`config.mk`:
```
export PLATFORM = sky130hd
export DESIGN_NAME = instr_fetch_unit_flat
export DESIGN_NICKNAME = d
export VERILOG_FILES = /design/src/rtl/instr_fetch_unit_if.sv /design/src/rtl/instr_fetch_unit.sv /design/src/flat_wrapper.sv
export SDC_FILE = /design/constraint.sdc
export NUM_CORES = 1
export LEC_CHECK = 0
export ABC_AREA = 1
export ABC_CLOCK_PERIOD_IN_PS = 3800
export CORE_MARGIN = 1
export CORE_UTILIZATION = 50
export CTS_CLUSTER_SIZE = 24
export DETAILED_ROUTE_END_ITERATION = 8
export GPL_TIMING_DRIVEN = 0
export PLACE_DENSITY = 0.82
export SKIP_CTS_REPAIR_TIMING = 1
export SYNTH_ARGS = -nofsm -noshare
export SYNTH_HDL_FRONTEND = slang
export SYNTH_SLANG_ARGS = --single-unit
```
`constraint.sdc`:
```
create_clock -name clk -period 3.8 [get_ports clk]
set_clock_uncertainty 0.2 [all_clocks]
set_input_delay 0.38 -clock clk [delete_from_list [all_inputs] [get_ports clk]]
set_output_delay 0.38 -clock clk [all_outputs]
set_load 0.02 [all_outputs]
```
`src/rtl/instr_fetch_unit_if.sv`:
```
// Instruction-memory fetch port: a one-word request/acknowledge handshake.
// The fetch unit is the master; the instruction memory is the slave.
interface instr_fetch_unit_if;
    logic        imem_req;
    logic [31:0] imem_addr;
    logic        imem_ack;
    logic [31:0] imem_rdata;

    modport master (
        output imem_req,
        output imem_addr,
        input  imem_ack,
        input  imem_rdata
    );

    modport slave (
        input  imem_req,
        input  imem_addr,
        output imem_ack,
        output imem_rdata
    );
endinterface

```
`src/rtl/instr_fetch_unit.sv`:
```
// Instruction fetch stage for the single-cycle MIPS core.
// Holds the PC and fetches one word per instruction over the imem handshake.
// It presents the held instruction to decode until the datapath retires it.
// It then steps the PC using jump (highest priority), taken branch or sequential flow.
// It also counts retired instructions.
module instr_fetch_unit #(
    parameter logic [31:0] RESET_PC = 32'h0000_0000
) (
    input  logic                       clk,
    input  logic                       rst_n,
    instr_fetch_unit_if.master         imem,
    output logic [31:0]                instr,
    output logic                       instr_valid,
    output logic [5:0]                 opcode,
    output logic [5:0]                 funct,
    output logic [31:0]                pc,
    output logic [31:0]                pc_plus4,
    input  logic                       advance,
    input  logic                       branch,
    input  logic                       zero,
    input  logic                       jump,
    output logic [31:0]                retired_count
);

    // The reset PC is forced to a word boundary.
    localparam logic [31:0] RESET_PC_ALIGNED = {RESET_PC[31:2], 2'b00};

    typedef enum logic [1:0] {
        IDLE  = 2'd0,
        FETCH = 2'd1,
        HOLD  = 2'd2
    } state_e;

    state_e      state_q, state_d;
    logic [31:0] pc_q, pc_d;
    logic [31:0] instr_q, instr_d;
    logic [31:0] retired_q, retired_d;
    logic [31:0] pc_plus4_s;
    logic [31:0] next_pc_s;
    logic        imem_req_s;
    logic        instr_valid_s;

    // Next PC from the held instruction.
    // Jump wins over branch; a branch is taken only when zero is set.
    // All arithmetic wraps modulo 2^32.
    function automatic logic [31:0] calc_next_pc(
        input logic [31:0] pc_p4,
        input logic [31:0] ins,
        input logic        br,
        input logic        zf,
        input logic        jmp
    );
        logic [31:0] offset;
        offset = {{14{ins[15]}}, ins[15:0], 2'b00};
        if (jmp) begin
            calc_next_pc = {pc_p4[31:28], ins[25:0], 2'b00};
        end else if (br && zf) begin
            calc_next_pc = pc_p4 + offset;
        end else begin
            calc_next_pc = pc_p4;
        end
    endfunction

    assign pc_plus4_s = pc_q + 32'd4;
    assign next_pc_s  = calc_next_pc(pc_plus4_s, instr_q, branch, zero, jump);

    // Next-state, datapath register updates and state-decoded handshake outputs.
    always_comb begin
        state_d       = state_q;
        pc_d          = pc_q;
        instr_d       = instr_q;
        retired_d     = retired_q;
        imem_req_s    = 1'b0;
        instr_valid_s = 1'b0;
        case (state_q)
            IDLE: begin
                state_d = FETCH;
            end
            FETCH: begin
                imem_req_s = 1'b1;
                if (imem.imem_ack) begin
                    instr_d = imem.imem_rdata;
                    state_d = HOLD;
                end else begin
                    state_d = FETCH;
                end
            end
            HOLD: begin
                instr_valid_s = 1'b1;
                if (advance) begin
                    pc_d      = next_pc_s;
                    retired_d = retired_q + 32'd1;
                    state_d   = FETCH;
                end else begin
                    state_d = HOLD;
                end
            end
            default: begin
                state_d = IDLE;
            end
        endcase
    end

    // State and datapath registers; reset abandons any outstanding fetch.
    always_ff @(posedge clk or negedge rst_n) begin
        if (!rst_n) begin
            state_q   <= IDLE;
            pc_q      <= RESET_PC_ALIGNED;
            instr_q   <= 32'h0000_0000;
            retired_q <= 32'h0000_0000;
        end else begin
            state_q   <= state_d;
            pc_q      <= pc_d;
            instr_q   <= instr_d;
            retired_q <= retired_d;
        end
    end

    assign imem.imem_req  = imem_req_s;
    assign imem.imem_addr = pc_q;
    assign instr          = instr_q;
    assign instr_valid    = instr_valid_s;
    assign opcode         = instr_q[31:26];
    assign funct          = instr_q[5:0];
    assign pc             = pc_q;
    assign pc_plus4       = pc_plus4_s;
    assign retired_count  = retired_q;

endmodule

```
`src/flat_wrapper.sv`:
```
// flat-port wrapper written by rule: the top's interface ports become plain ports
module instr_fetch_unit_flat 
#(
    parameter logic [31:0] RESET_PC = 32'h0000_0000
)
  (clk, rst_n, instr, instr_valid, opcode, funct, pc, pc_plus4, advance, branch, zero, jump, retired_count, imem_imem_req, imem_imem_addr, imem_imem_ack, imem_imem_rdata);
  instr_fetch_unit_if imem_i ();
  input  logic clk;
  input  logic rst_n;
  output logic [31:0] instr;
  output logic instr_valid;
  output logic [5:0] opcode;
  output logic [5:0] funct;
  output logic [31:0] pc;
  output logic [31:0] pc_plus4;
  input  logic advance;
  input  logic branch;
  input  logic zero;
  input  logic jump;
  output logic [31:0] retired_count;
  output wire logic [$bits(imem_i.imem_req)-1:0] imem_imem_req;
  output wire logic [$bits(imem_i.imem_addr)-1:0] imem_imem_addr;
  input wire logic [$bits(imem_i.imem_ack)-1:0] imem_imem_ack;
  input wire logic [$bits(imem_i.imem_rdata)-1:0] imem_imem_rdata;
  assign imem_imem_req = imem_i.imem_req;
  assign imem_imem_addr = imem_i.imem_addr;
  assign imem_i.imem_ack = imem_imem_ack;
  assign imem_i.imem_rdata = imem_imem_rdata;
  instr_fetch_unit #(.RESET_PC(RESET_PC)) u_core (.clk(clk), .rst_n(rst_n), .imem(imem_i), .instr(instr), .instr_valid(instr_valid), .opcode(opcode), .funct(funct), .pc(pc), .pc_plus4(pc_plus4), .advance(advance), .branch(branch), .zero(zero), .jump(jump), .retired_count(retired_count));
endmodule
```
# == After elaboration in Yosys (flattened, before gate mapping) ==
# Cells that the tools add are included.
# totals
regBits,98
out_inout_bits,174
word_cells,20
# classes
n_addsub,3
n_eq_ne,2
n_mux,7
reduce_logical,4
# op_table
op,n
$mux W32,2
$add A32 B1 Y32 const B,1
$add A32 B3 Y32 const B,1
$add A32 B32 Y32,1
$pmux W2 S3,1
$mux W2,2
$reduce_and A2 Y1,2
$eq A2 B1 Y1 const B,1
$eq A2 B2 Y1 const B,1
$logic_not A2 Y1,1
$mux W1,2
$logic_and A1 B1 Y1,1

# == Depth between registers and ports, before layout ==
# Gate-level depths: netlist of run 1.
# logic_depth
depth_word,4
ltp_mapped,23
mapped_depth_nobuf,23

# == Worst setup path after synthesis of run 1 ==
# No wires, ideal clock.
# synth_path
kind,flip-flop to flip-flop
from,"register u_core.pc_q[2], in the netlist u_core.imem.imem_addr[2]"
to,"register u_core.pc_q[27], in the netlist u_core.imem.imem_addr[27]"
setup_time_ns,0.117
arrival_time_ns,2.982
required_ns,3.483
path_slack_ns,0.501
stages_incl_launch_ff,22
path_cell_list,dfrtp_1 > ha_1 > nand3_2 > nor2_2 > nand2_1 > nor2_2 > nand2_2 > nor2_2 > xor2_1 > inv_1 > ha_1 > nand2_1 > nor2_1 > inv_1 > nor3_1 > nand2_1 > nand2_1 > nand2_1 > nand3_1 > nand2_1 > nand2_1 > nand2_1
# synth_between
elab_chain_len,4
# synth_rtl
element,line,source
"start, declared",instr_fetch_unit.sv:35,"logic [31:0] pc_q, pc_d;"
"start signal, assigned",instr_fetch_unit.sv:113,pc_q <= pc_d;
$add A32 B3 Y32,instr_fetch_unit.sv:64,assign pc_plus4_s = pc_q + 32'd4;
named net pc_plus4[20],flat_wrapper.sv:15,output logic [31:0] pc_plus4;
$add A32 B32 Y32,instr_fetch_unit.sv:58,calc_next_pc = pc_p4 + offset;
$mux W32,instr_fetch_unit.sv:57,end else if (br && zf) begin
$mux W32,instr_fetch_unit.sv:55,if (jmp) begin
# The timed path passes the listed nets, and every way through them passes these cells.
# A chain may end at the register's enable or synchronous reset.

# == Worst setup path after layout of run 1 ==
# layout_path
from,"register u_core.pc_q[2], in the netlist u_core.imem.imem_addr[2]"
to,"register u_core.pc_q[26], in the netlist u_core.imem.imem_addr[26]"
# layout_between
elab_chain_len,4
# layout_rtl
element,line
$add A32 B3 Y32 *,instr_fetch_unit.sv:64
$add A32 B32 Y32,instr_fetch_unit.sv:58
$mux W32 *,instr_fetch_unit.sv:57
$mux W32 *,instr_fetch_unit.sv:55
# Mark *: on every way between the ends. The rest lies on a longest branch, timed or not.

==> results of run 1 <==
-- stage by stage --
stage	total power, W	std cells	setup WS, ns	TNS, ns	hold slack (ns)
2_1_floorplan	0.00639	1165	0.501	0	-0.116
3_3_place_gp	0.00903	1581	-1.53	-145.60	0.259
3_5_place_dp	0.00913	1582	0.000713	0	0.136
4_1_cts	0.0103	1597	-0.0638	-0.120	-0.241
5_1_grt	0.0112	1598	-0.0141	-0.0141	0.312
6_report	0.0104	1598	0.151	0	0.279
-- worst reg2reg max path, stage by stage (launching register included) --
cell and delay, ns:
dfrtp_2 0.43, ha_2 0.25, nand3_2 0.17, nor2_4 0.16
nand2_1 0.09, nor2_2 0.17, nand2_2 0.09, nor2_2 0.14
xor2_2 0.18, inv_1 0.14, ha_2 0.42, nand2_2 0.11
inv_1 0.11, nand3_2 0.13, nor3_2 0.17, nand3_1 0.15
nand4_1 0.12, nand3_1 0.16, nand2_1 0.10, nand2_1 0.05
-- metal layers --
metal | vias to the layer above | part of all wire (%) | wire length [um]
met1 | 3940 | 42 | 11500
li1 | 4079 | - | -
met3 | 66 | 9.2 | 2480
met4 | 0 | 3.5 | 957
met2 | 448 | 45 | 12200
met5 | - | 0 | 0
-- registers in the layout, indices dropped and copies added, names as in the netlist --
signal / count
u_core.instr: 32
u_core.retired_count: 32
u_core.imem.imem_addr: 30
u_core.state_q: 2
-- layout make-up --
cell class                      count  area, um2
Clock inverter                      6        115
Multi-Input combinational cell    826       4580
Sequential cell                    96       2420
Buffer                             65        435
Inverter                          178        668
Clock buffer                        9        225
Timing Repair Buffer              207       2090
Tap cell                          211        264
Fill cell                        1373       4640
-- how the worst min path moves through the flow --
stage / from / end / slack [ns] / depth (start not counted)
3_3_place_gp: u_core.retired_count[31] / u_core.retired_count[31] / 0.26 / 1
2_1_floorplan: rst_n / u_core.imem.imem_addr[10] / -0.12 / 0
4_1_cts: rst_n / u_core.instr[24] / -0.24 / 1
6_report: u_core.retired_count[31] / u_core.retired_count[31] / 0.28 / 1
5_1_grt: u_core.retired_count[31] / u_core.retired_count[31] / 0.31 / 1
3_5_place_dp: rst_n / u_core.instr[26] / 0.14 / 1
-- cell families (layout without fill, tap and decap cells) --
group / count (synthesis) / after routing / synth area share [%]
compound gates: 122 / 122 / 8.19
xor+xnor: 57 / 57 / 6.24
fa+ha+maj: 38 / 38 / 6.03
buf+inv: 243 / 465 / 13.8
flops: 96 / 96 / 30.0
mux: 23 / 23 / 3.24
other cells: 1 / 6 / 0.0469
simple gates: 580 / 580 / 32.4
-- synthesized netlist by cell type (2+ instances only) --
cell type,n,area (um2)
a21boi_1,2,15.0
a21oi_1,65,325
a32oi_1,2,17.5
and2_1,4,25.0
buf_2,9,45.0
buf_4,48,360
clkbuf_1,7,26.3
dfrtp_1,96,2400
ha_1,37,463
inv_1,170,638
inv_2,7,26.3
mux2_2,23,259
nand2_1,328,1230
nand2_2,8,50.1
nand2_4,2,22.5
nand3_1,70,350
nand3_2,2,20.0
nand3b_1,5,37.5
nand4_1,20,125
nor2_1,90,338
nor2_2,9,56.3
nor2_4,4,45.0
nor3_1,19,95.1
nor3_2,4,40.0
nor3_4,3,48.8
nor4_1,2,12.5
o21a_1,2,15.0
o21ai_0,32,160
o21ai_1,10,50.1
o21bai_1,2,15.0
o221ai_1,2,17.5
or2_0,2,12.5
or2_2,3,18.8
xnor2_1,11,96.3
xor2_1,46,403
-- layout by cell type (no fill, tap or decap), drive strengths merged, types with 2 or more instances in the layout --
cell | synthesis | final
conb | 1 | 6
bufinv | 0 | 3
o221ai | 2 | 2
nor3b | 2 | 2
clkbuf | 7 | 16
buf | 58 | 60
nand4 | 21 | 21
a32oi | 2 | 2
dfrtp | 96 | 96
ha | 37 | 37
mux2 | 23 | 23
o21a | 2 | 2
o21bai | 2 | 2
nor4 | 2 | 2
o21ai | 42 | 42
clkinv | 1 | 2
inv | 177 | 179
a21oi | 65 | 65
a21boi | 2 | 2
xor2 | 46 | 46
nor3 | 26 | 26
nand3 | 72 | 72
nor2 | 104 | 104
or2 | 6 | 6
xnor2 | 11 | 11
clkdlybuf4s50 | 0 | 204
nand3b | 5 | 5
nand2 | 338 | 338
and2 | 4 | 4
-- power by group --
part	internal [W]	switching, W
Combinational	0.00301	0.00432
Sequential	0.00138	0.000626
Clock	0.000646	0.000425
==> impl_metrics.env, run 1 <==
export IMPL_status="finished, final reports clean"
export IMPL_crit_chain="ha_2 > nand3_2 > nor2_4 > nand2_1 > nor2_2 > nand2_2 > nor2_2 > xor2_2 > inv_1 > ha_2 > nand2_2 > inv_1 > nand3_2 > nor3_2 > nand3_1 > nand4_1 > nand3_1 > nand2_1 > nand2_1"
export IMPL_crit_path_start_kind="register"
export IMPL_reg2regPathDepth=19
export IMPL_grtUsageMet2_pct=53.4
export IMPL_core_mm2=0.0154
export IMPL_max_freq_mhz=274
export IMPL_start_util_pct=51.9
export IMPL_synth_flop_cell="dfrtp_1"
export IMPL_cpMostUsedCell="nand2_1"
export IMPL_crit_required_ns=3.85
export IMPL_reg2reg_slack_ns=0.15
export IMPL_die_x_um=129
export IMPL_vias=8533
export IMPL_max_stage_delay_ns=0.43
export IMPL_grt_pass1_vias=7998
export IMPL_cts_tree="built"
export IMPL_synth_seq_cells=96
export IMPL_postLayoutCellArea_mm2=0.0108
export IMPL_ys_seq_area_share_pct=30.0
export IMPL_drt_vias_per_instance=5.34
export IMPL_die_area_mm2=0.0165
export IMPL_slew_headroom_pct=33.6
export IMPL_fin_util_pct=69.9
export IMPL_grt_overflow_total=0
export IMPL_worstReg2RegStart="u_core.imem.imem_addr[2]"
export IMPL_cp_end_kind="register"
export IMPL_firstDrtPassIters=5
export IMPL_num_antenna_cells=0
export IMPL_setup_worst_path_end="u_core.imem.imem_addr[26]"
export IMPL_grt_max_degree=71
export IMPL_max_slew_worst_pin_slew_ns=0.997
export IMPL_ys_warnings_count=0
export IMPL_hpwl_um=21700
export IMPL_leakage_nw=5.37
export IMPL_syn2layout_area_growth_pct=34.8
export IMPL_hold_viol_final=0
export IMPL_setup_violations=0
export IMPL_crit_buf_inv=2
export IMPL_drc=0
export IMPL_synth_distinct_cells=49
export IMPL_busiest_layer="met2"
export IMPL_cts_buffer_depth=2
export IMPL_synthesis_area_mm2=0.00800
export IMPL_met3_usage_pct=6.32
export IMPL_place_gp_congestion=0.945
export IMPL_fin_crit_ns=3.65
export IMPL_synth_cells=1160
export IMPL_postSynth_asyncResetShare_pct=100
export IMPL_io_pins=213
export IMPL_path_clk_slew_ns=0.07
export IMPL_cp_arrival_ns=3.70
export IMPL_h_tree_depth=3
export IMPL_cp_startpoint="u_core.imem.imem_addr[2]"
export IMPL_drive_above_1_share_pct=12.0
export IMPL_ctsRootBufferMaster="clkbuf_16"
export IMPL_cts_made_buffers=9
export IMPL_cp_top_family="simple AND/OR/NAND/NOR gates"
export IMPL_first_iter_violations=669
export IMPL_port_buffers=205
export IMPL_hold_class="register to register"
export IMPL_use_met1_pct=45.0
export IMPL_finalMaxSlewViolations=0
export IMPL_path_class="register to register"
export IMPL_grt_antenna_before_repair=1
export IMPL_ant_nets=0
export IMPL_cp_max_fo=5
export IMPL_routedWlPerCell_um=17.0
export IMPL_timing_rr_end="u_core.imem.imem_addr[26]"
export IMPL_worstSetupPathDepth=19
export IMPL_placed_cell_area_mm2=0.0104
export IMPL_grt_usage_pct=33.6
export IMPL_synth_edf_count=0
export IMPL_fp_dieH_um=129
export IMPL_syn_mean_instance_area_um2=6.90
export IMPL_fin_crit_sh_pct=96.0
export IMPL_p_per_area_mw_per_mm2=966
export IMPL_ir_drop_v=0.000616
export IMPL_rows=45
export IMPL_crit_slowest_cell="dfrtp_2"
export IMPL_grt_pass1_wl_um=42100
export IMPL_max_cap_violations=0
export IMPL_cts_sinks=96
export IMPL_routed_wl_um=27100
export IMPL_clock_latency_ns=0.36
export IMPL_layout_nets=1460
(Power assumes the default switching activity.)
==> inputs of run 2 (changes only) <==
CELL_PAD_IN_SITES_DETAIL_PLACEMENT = 1   (was unset)
CELL_PAD_IN_SITES_GLOBAL_PLACEMENT = 1   (was unset)
CORE_UTILIZATION = 35   (was 50)
PLACE_DENSITY = unset   (was 0.82)
PLACE_DENSITY_LB_ADDON = 0.1   (was unset)
==> run 2 against run 1 <==
Net effect:
- critical path depth is 2 lower
- utilization fell by 20 points
- worst hold slack improved by 0.0031 ns
- critical endpoint is now u_core.imem.imem_addr[25]
- final cell count is 4.5% higher
- die area rose by 42%
- largest power group unchanged
- clock-buffer cell count is the same
- highest routed layer unchanged
- sequential share of layout area is 0.24 points lower
==> impl_metrics.env, run 2 (synthesized netlist as in run 1, its figures left out) <==
export IMPL_status="finished, final reports clean"
export IMPL_drc=0
export IMPL_total_power_w=0.0106
export IMPL_postLayoutCellArea_mm2=0.0109
export IMPL_clock_latency_ns=0.36
export IMPL_dp_cells=1651
export IMPL_final_common_cell="nand2_1"
export IMPL_crit_required_ns=3.90
export IMPL_setup_violations=0
export IMPL_drt_vias_per_instance=5.06
export IMPL_crit_path_start_kind="register"
export IMPL_die_x_um=153
export IMPL_rows=54
export IMPL_port_buffers=205
export IMPL_rsz0062_at_grt="yes"
export IMPL_syn2layout_area_growth_pct=36.5
export IMPL_cts_sinks=96
export IMPL_cp_arrival_ns=3.72
export IMPL_grt_antenna_before_repair=0
export IMPL_fin_crit_ns=3.63
export IMPL_routed_wl_um=31700
export IMPL_die_area_mm2=0.0235
export IMPL_cts_buffer_depth=2
export IMPL_fp_dieH_um=153
export IMPL_placed_cell_area_mm2=0.0104
export IMPL_grt_max_degree=65
export IMPL_layout_nets=1462
export IMPL_cts_made_buffers=9
export IMPL_leakage_nw=5.37
export IMPL_io_pins=213
export IMPL_path_class="register to register"
export IMPL_p_per_area_mw_per_mm2=970
export IMPL_h_tree_depth=3
export IMPL_vias=8454
export IMPL_start_util_pct=36.2
export IMPL_grt_pass1_vias=8675
export IMPL_hold_worst_slack_ns=0.282
export IMPL_grt_overflow_total=0
export IMPL_max_slew_worst_pin_slew_ns=0.969
export IMPL_num_antenna_cells=0
export IMPL_grt_usage_pct=27.4
export IMPL_slew_headroom_pct=35.4
export IMPL_cts_tree="built"
export IMPL_cp_end_kind="register"
export IMPL_hpwl_um=25700
export IMPL_hold_class="register to register"
export IMPL_finalMaxSlewViolations=0
export IMPL_ctsRootBufferMaster="clkbuf_16"
export IMPL_max_freq_mhz=276
export IMPL_grt_pass1_wl_um=49300
export IMPL_cp_max_fo=5
export IMPL_first_iter_violations=475
export IMPL_hold_viol_final=0
export IMPL_place_gp_congestion=0.884
export IMPL_stdcell_count=1670
export IMPL_drive_above_1_share_pct=12.7
export IMPL_fillCellCount=2819
export IMPL_routedWlPerCell_um=19.0
export IMPL_path_clk_slew_ns=0.08
export IMPL_fin_crit_sh_pct=95.5
export IMPL_firstDrtPassIters=5
export IMPL_layout_cells_most_common_list="nand2_1, clkdlybuf4s50_1, inv_1"
export IMPL_core_mm2=0.0221
export IMPL_max_cap_violations=0
export IMPL_ir_drop_v=0.000499
export IMPL_ant_nets=0
-- run 2: cell types whose count changed in the layout (fill, tap and decap cells not counted), sizes merged --
cell and delta:
clkinv +1, inv +1, bufinv -2, buf +2, clkinvlp +1
-- run 2: worst max-delay path, cell delays in order (launching register included) --
cell and delay (ns):
dfrtp_2 0.45, ha_4 0.18, nand3_2 0.16, nor2_4 0.15
nand2_1 0.11, nor2_4 0.16, nand2_2 0.10, xor2_2 0.22
inv_1 0.11, ha_1 0.37, nand2_1 0.14, nor2_2 0.27
inv_1 0.10, nor3_1 0.20, nand3_1 0.16, nand4_1 0.12
nand3_1 0.17, a21boi_1 0.19
-- run 2: final timing paths --
kind / start / to / slack, ns / cells after the start
min in group asynchronous: rst_n / u_core.instr[16] / 0.31 / 2
max in group asynchronous: rst_n / u_core.imem.imem_addr[8] / 2.37 / 3
min: u_core.retired_count[31] / u_core.retired_count[31] / 0.28 / 1
min reg2reg: u_core.retired_count[31] / u_core.retired_count[31] / 0.28 / 1
max reg2reg: u_core.imem.imem_addr[3] / u_core.imem.imem_addr[25] / 0.17 / 17
max: u_core.imem.imem_addr[3] / u_core.imem.imem_addr[25] / 0.17 / 17
-- run 2: cell type report --
class,count,area [um2],share of cell area [%]
Timing Repair Buffer,209,2100,19.2
Tap cell,280,350,3.21
Clock buffer,9,225,2.06
Inverter,178,668,6.11
Multi-Input combinational cell,826,4630,42.4
Buffer,65,435,3.98
Clock inverter,7,96.3,0.882
Sequential cell,96,2420,22.2
-- run 2: power breakdown --
group          total, W  internal (W)  switching (W)  leakage [nW]
Combinational   0.00757       0.00306        0.00450          4.08
Sequential      0.00201       0.00139       0.000623          1.14
Clock           0.00103      0.000533       0.000494         0.154
Total            0.0106       0.00498        0.00562          5.37
-- run 2: through the flow --
| step | worst slack (ns) | setup TNS [ns] | utilization, % |
|---|---|---|---|
| detailed placement | -0.114 | -0.368 | 47.3 |
| CTS | -0.206 | -0.858 | 48.7 |
| global placement | -1.88 | -179.98 | 47.2 |
| global route | -0.0233 | -0.0356 | 49.5 |
| floorplan | 0.501 | 0 | - |
| finish | 0.173 | 0 | 49.5 |
-- run 2: metal layers --
| metal | wire [um] | track usage (%) |
|---|---|---|
| met2 | 14500 | 44.5 |
| met5 | 0 | 0 |
| met4 | 619 | 7.74 |
| met1 | 14700 | 37.6 |
| met3 | 1900 | 4.22 |
==> inputs of run 3 (changes only) <==
ABC_CLOCK_PERIOD_IN_PS = unset   (was 3800)
CAP_MARGIN = 30   (was unset)
==> results of run 3 <==
Same layout as run 2: the final DEF is identical, and so are final timing and power.
